===== config.mk =====
export PLATFORM = sky130hd
export DESIGN_NAME = div
export DESIGN_NICKNAME = d
export VERILOG_FILES = /design/src/rtl/div.sv
export SDC_FILE = /design/constraint.sdc
export NUM_CORES = 1
export LEC_CHECK = 0
export ABC_AREA = 1
export CORE_ASPECT_RATIO = 1.4
export CORE_MARGIN = 2
export CORE_UTILIZATION = 45
export CTS_BUF_LIST = sky130_fd_sc_hd__clkbuf_4 sky130_fd_sc_hd__clkbuf_8
export CTS_CLUSTER_SIZE = 24
export DETAILED_ROUTE_END_ITERATION = 10
export SLEW_MARGIN = 25
export SYNTH_ARGS = -nofsm -noshare
export SYNTH_HDL_FRONTEND = slang
export SYNTH_SLANG_ARGS = --single-unit

===== constraint.sdc =====
create_clock -name clock -period 5.4 [get_ports clock]
set_input_delay 0.81 -clock clock [delete_from_list [all_inputs] [get_ports clock]]
set_output_delay 0.81 -clock clock [all_outputs]
set_load 0.02 [all_outputs]

===== src/rtl/div.sv =====
// Iterative radix-2 restoring divider for RV32M DIV/DIVU/REM/REMU with tagged results.
module div #(
  parameter int unsigned TAG_W = 6
) (
  input  logic             clock,
  input  logic             reset,
  input  logic             flush,
  input  logic             in_valid,
  output logic             in_ready,
  input  logic [1:0]       div_type,
  input  logic [31:0]      in1,
  input  logic [31:0]      in2,
  input  logic [TAG_W-1:0] in_tag,
  output logic             out_valid,
  input  logic             out_ready,
  output logic [31:0]      out,
  output logic [TAG_W-1:0] out_tag
);

  localparam int unsigned XLEN  = 32;
  localparam int unsigned CNT_W = 5;

  typedef enum logic [1:0] {
    IDLE = 2'd0,
    CALC = 2'd1,
    DONE = 2'd2
  } state_t;

  state_t             state_q, state_d;
  logic [XLEN:0]      rem_q, rem_d;
  logic [XLEN-1:0]    quo_q, quo_d;
  logic [XLEN-1:0]    dsr_q, dsr_d;
  logic [CNT_W-1:0]   cnt_q, cnt_d;
  logic               q_neg_q, q_neg_d;
  logic               r_neg_q, r_neg_d;
  logic               is_rem_q, is_rem_d;
  logic [TAG_W-1:0]   tag_q, tag_d;
  logic [XLEN-1:0]    out_d;
  logic [TAG_W-1:0]   out_tag_d;
  logic               out_valid_d;
  logic               in_ready_d;

  // Operand magnitudes and sign flags for the signed ops
  logic               is_signed;
  logic [XLEN-1:0]    in1_abs, in2_abs;
  logic               overflow;

  assign is_signed = ~div_type[0];
  assign in1_abs   = (is_signed & in1[XLEN-1]) ? -in1 : in1;
  assign in2_abs   = (is_signed & in2[XLEN-1]) ? -in2 : in2;
  assign overflow  = is_signed & (in1 == 32'h8000_0000) & (in2 == 32'hFFFF_FFFF);

  // One restoring step; R[32] is always 0 between steps, so the extra top bit is a clean sign
  logic [XLEN+1:0]    trial;
  logic [XLEN:0]      shifted;
  logic               q_bit;
  logic [XLEN:0]      rem_step;
  logic [XLEN-1:0]    quo_step;
  logic [XLEN-1:0]    result;

  assign trial    = {rem_q, quo_q[XLEN-1]} - {2'b00, dsr_q};
  assign shifted  = {rem_q[XLEN-1:0], quo_q[XLEN-1]};
  assign q_bit    = ~trial[XLEN+1];
  assign rem_step = q_bit ? trial[XLEN:0] : shifted;
  assign quo_step = {quo_q[XLEN-2:0], q_bit};
  assign result   = is_rem_q ? (r_neg_q ? -rem_step[XLEN-1:0] : rem_step[XLEN-1:0])
                             : (q_neg_q ? -quo_step : quo_step);

  // Next-state and next-register logic
  always_comb begin
    state_d     = state_q;
    rem_d       = rem_q;
    quo_d       = quo_q;
    dsr_d       = dsr_q;
    cnt_d       = cnt_q;
    q_neg_d     = q_neg_q;
    r_neg_d     = r_neg_q;
    is_rem_d    = is_rem_q;
    tag_d       = tag_q;
    out_d       = out;
    out_tag_d   = out_tag;
    out_valid_d = out_valid;

    if (flush) begin
      state_d     = IDLE;
      out_valid_d = 1'b0;
    end else begin
      unique case (state_q)
        IDLE: begin
          if (in_valid) begin
            dsr_d    = in2_abs;
            q_neg_d  = is_signed & (in1[XLEN-1] ^ in2[XLEN-1]);
            r_neg_d  = is_signed & in1[XLEN-1];
            is_rem_d = div_type[1];
            tag_d    = in_tag;
            rem_d    = '0;
            quo_d    = in1_abs;
            cnt_d    = '1;
            if (in2 == '0) begin
              state_d     = DONE;
              out_valid_d = 1'b1;
              out_tag_d   = in_tag;
              out_d       = div_type[1] ? in1 : 32'hFFFF_FFFF;
            end else if (overflow) begin
              state_d     = DONE;
              out_valid_d = 1'b1;
              out_tag_d   = in_tag;
              out_d       = div_type[1] ? 32'h0000_0000 : 32'h8000_0000;
            end else begin
              state_d = CALC;
            end
          end
        end
        CALC: begin
          rem_d = rem_step;
          quo_d = quo_step;
          cnt_d = cnt_q - CNT_W'(1);
          if (cnt_q == '0) begin
            state_d     = DONE;
            out_valid_d = 1'b1;
            out_tag_d   = tag_q;
            out_d       = result;
          end
        end
        DONE: begin
          if (out_ready) begin
            state_d     = IDLE;
            out_valid_d = 1'b0;
          end
        end
        default: begin
          state_d     = IDLE;
          out_valid_d = 1'b0;
        end
      endcase
    end

    in_ready_d = (state_d == IDLE);
  end

  // State and datapath registers
  always_ff @(posedge clock) begin
    if (reset) begin
      state_q   <= IDLE;
      rem_q     <= '0;
      quo_q     <= '0;
      dsr_q     <= '0;
      cnt_q     <= '0;
      q_neg_q   <= 1'b0;
      r_neg_q   <= 1'b0;
      is_rem_q  <= 1'b0;
      tag_q     <= '0;
      out       <= '0;
      out_tag   <= '0;
      out_valid <= 1'b0;
      in_ready  <= 1'b1;
    end else begin
      state_q   <= state_d;
      rem_q     <= rem_d;
      quo_q     <= quo_d;
      dsr_q     <= dsr_d;
      cnt_q     <= cnt_d;
      q_neg_q   <= q_neg_d;
      r_neg_q   <= r_neg_d;
      is_rem_q  <= is_rem_d;
      tag_q     <= tag_d;
      out       <= out_d;
      out_tag   <= out_tag_d;
      out_valid <= out_valid_d;
      in_ready  <= in_ready_d;
    end
  end

endmodule


==> results.json <==
{
  "total_power_mw": 3.15,
  "power.internal_mw": 1.85,
  "final_min_period_over_clock_period_pct": 86.5,
  "report.final.setup_viol": 0,
  "worst_pin_slew_ns": 0.869,
  "cts_buffers": 17,
  "cp.arrival_ns": 5.11,
  "timing.critical_path.to_type": "flop",
  "drtIter0Drc": 923,
  "cts.sinks": 153,
  "max-cap-violations": 0,
  "critical_path.max_stage_delay_ns": 0.45,
  "ctsLongestPathBuffers": 2,
  "grt_start_max_net_pins": 75,
  "yosysUniqueCellTypes": 52,
  "grt_setup_unrepaired": "false",
  "timing.max_slew.rel_slack_pct": 41.7,
  "timing.critical_path.from_type": "flop",
  "setup_tns_after_final_layout_ns": 0,
  "post_dp_cell_area_um2": 14500,
  "irDropWorstVdd_v": 0.000146,
  "avgViaCountPerCell": 5.47,
  "postSynthNetCount": 2361,
  "start_util_pct": 45.3,
  "power.share.sequential_pct": 38.5,
  "design.core.area_um2": 29000,
  "final_net_count": 2421,
  "pre_cts_slack_ns": 0.811,
  "clk_transition_reported_paths_ns": 0.11,
  "htree_levels": 4,
  "regToRegStartpoint": "dsr_q[25]$_SDFFE_PP0P_",
  "critical_path.slowest_cell": "dfxtp_1",
  "worstSkewPairLatency_ns": 0.50,
  "port-buffer-count": 116,
  "design.portCount": 117,
  "worst_r2r_path_depth": 26,
  "dieArea_um2": 30600,
  "run_status": "finished, final reports clean",
  "post_detailed_route_drc_marker_count": 0,
  "crit_start": "dsr_q[25]$_SDFFE_PP0P_",
  "power.share.switching_pct": 41.3,
  "count_of_flip_flops_with_a_built_in_enable_after_synthesis": 0,
  "cpLargestDelayFamily": "simple AND/OR/NAND/NOR gates",
  "netSwitchingPower_mw": 1.30,
  "drt.antenna.violating_nets": 0,
  "floorplan_die_width_um": 148,
  "pwr-share-comb_pct": 32.8,
  "area_of_combinational_cells_with_multiple_inputs_um2": 8610,
  "detailedPlacementHpwl_um": 39000,
  "hold_viol_final": 0,
  "detailroute.via_count": 14800,
  "p_leak_nw": 6.95,
  "gp_routability_congestion": 0.950,
  "inserted_diodes": 0,
  "dieHeight_um": 206,
  "clkPwrFrac_pct": 28.7,
  "num_rows": 74,
  "grt_remaining_overflow": 0,
  "n_fill_cell": 3120,
  "max_clock_freq_ghz": 0.214,
  "route.detailed.wl_per_inst_um": 18.5,
  "ff2ff_setup_slack_ns": 0.73,
  "instance_count_after_placement_with_tap_cells_included": 2666,
  "grt_first_pass_wirelength_um": 77700,
  "postSynthRegisterBits": 153,
  "hold_start": "out[21]$_SDFFE_PP0P_",
  "syn_avg_cell_area_um2": 5.85,
  "syn-cell-area_um2": 13100,
  "cts_hold_repair.buffers": 0,
  "post_synth_inst_count": 2245,
  "finalNonFillerCells": 2698,
  "post_cts.repair.setup_buffers": 0,
  "tritoncts": "done",
  "worst_path_most_repeated_cell": "nand2_1",
  "most_used_flip_flop_cell_after_synthesis": "dfxtp_1",
  "area_growth_syn_to_layout_pct": 13.3,
  "register_area_um2": 3060,
  "detailed_route_wire_length_um": 50000,
  "holdPathStages": 2,
  "synth.top_cells.by_count": "nand2_1 (617), inv_1 (260), nor2_1 (232)",
  "synth.largest_area_cell": "dfxtp_1",
  "critical_path_required_ns": 5.84,
  "drt_first_pass_iters": 5,
  "regToRegEndpoint": "out[28]$_SDFFE_PP0P_",
  "final.setup_skew_ns": 0.0214,
  "grt_antenna_before_repair": 0,
  "path_buf_inv": 2,
  "post_route_cells_drive_above_1_share_pct": 6.73,
  "yosys_top_cell_area_share_pct": 23.3,
  "worstHoldPathType": "reg -> reg",
  "criticalPathCategory": "reg -> reg",
  "final_critical_path_required_period_ns": 4.67,
  "grt_pass1_vias": 14000,
  "timing.critical_path.fanout_max": 9,
  "maxSlewViolCount": 0,
  "power_density_nw_per_um2": 212,
  "ys_top_cells_by_area": "dfxtp_1 (23%), nand2_1 (18%), a21oi_1 (7.8%)",
  "number_of_gates_resized_after_cts": 0,
  "worstHoldEndpoint": "out[21]$_SDFFE_PP0P_",
  "fin_area_um2": 14900,
  "synth_seq_area_share_pct": 23.3,
  "yosys.cell_count.top_type": "nand2_1",
  "ys_async_sr_fraction_pct": 0,
  "synth-warning-count": 0,
  "cts_root_buffer": "clkbuf_8",
  "grt_usage_pct": 32.9,
  "final_critical_path_setup_slack_ns": 0.729
}
[cell families after synthesis]
kind of cell | Yosys count | synth area share (%)
AO/OA/AOI/OAI | 473 | 20.0
AND/OR/NAND/NOR | 1161 | 38.6
adder cells (fa/ha/maj) | 39 | 3.77
buffers and inverters | 372 | 11.2
flip-flops | 153 | 23.3
XOR/XNOR | 47 | 3.13
[metrics by stage]
stage	util, %	hold WS (ns)
final	51.3	0.470
after CTS	51.3	0.468
after floorplan	-	0.422
after global placement	50.0	0.437
after global routing	51.3	0.498
after detailed placement	50.0	0.452
[worst reg2reg max path, stage by stage, from the launching register on]
cell and delay (ns):
dfxtp_1 0.45, inv_1 0.07, ha_1 0.39, nand2_1 0.15, nor2_1 0.19, nand2_1 0.11
nor2_1 0.19, nand2_4 0.10, nand2_4 0.09, nand2_4 0.11, nand2_8 0.09, ha_1 0.16
inv_1 0.05, nor3_1 0.24, nand3_1 0.18, nor2_1 0.22, nand3_1 0.17, nor2_1 0.19
nand4_1 0.15, nand2_1 0.17, o21ai_0 0.16, a21oi_1 0.21, o21ai_0 0.11, a21o_1 0.21
nand2_1 0.12, nand2_1 0.14, a21oi_1 0.18
[worst max path at each step]
stage | end | slack [ns] | cells after the start
after floorplan | out[28]$_SDFFE_PP0P_ | 1.58 | 28
after global placement | out[28]$_SDFFE_PP0P_ | 0.89 | 26
after detailed placement | out[28]$_SDFFE_PP0P_ | 0.81 | 26
after CTS | out[28]$_SDFFE_PP0P_ | 0.77 | 26
after global routing | out[28]$_SDFFE_PP0P_ | 0.32 | 26
final | out[28]$_SDFFE_PP0P_ | 0.73 | 26
[sequential cells by signal (all words and copies together) (netlist names)]
signal	count
tag_q	6
quo_q	32
out_tag	6
rem_q	33
out_valid	1
dsr_q	32
q_neg_q	1
in_ready	1
state_q	2
is_rem_q	1
out	32
r_neg_q	1
cnt_q	5
[power groups by stage]
stage                     Sequential [mW]  Clock (mW)  Combinational, mW
after floorplan                      1.23           0              0.675
after global placement               1.24           0               1.02
after detailed placement             1.24           0               1.02
after CTS                            1.21       0.917               1.03
after global routing                 1.22       0.962               1.15
final                                1.21       0.903               1.03
[placed cells by master (no fill, tap or decap), types with 14 or more instances in the layout]
cell type,instances
inv_2,17
o221ai_1,22
nor2_2,14
a21oi_1,204
dfxtp_1,153
nand2_2,24
clkdlybuf4s50_1,115
nand2_1,617
o21ai_1,21
xnor2_1,15
buf_4,20
a31oi_1,23
nand4_1,20
clkbuf_8,17
nand3_1,151
xor2_1,32
nor2_1,230
nor3_1,46
o21ai_0,158
ha_1,38
inv_1,259
[layer usage]
layer | vias up | global-route usage (%) | share of wire, %
li1 | 7436 | - | -
met1 | 6738 | 37.5 | 39
met2 | 461 | 59.2 | 50
met3 | 123 | 3.11 | 4.1
met4 | 0 | 19.8 | 6.3
met5 | - | 0 | 0
[final cells by class]
type | count | area share, %
Clock inverter | 15 | 1.03
Timing Repair Buffer | 135 | 8.74
Multi-Input combinational cell | 1720 | 57.9
Inverter | 278 | 7.01
Tap cell | 380 | 3.20
Clock buffer | 17 | 1.57
Sequential cell | 153 | 20.6
(Power assumes the default switching activity.)
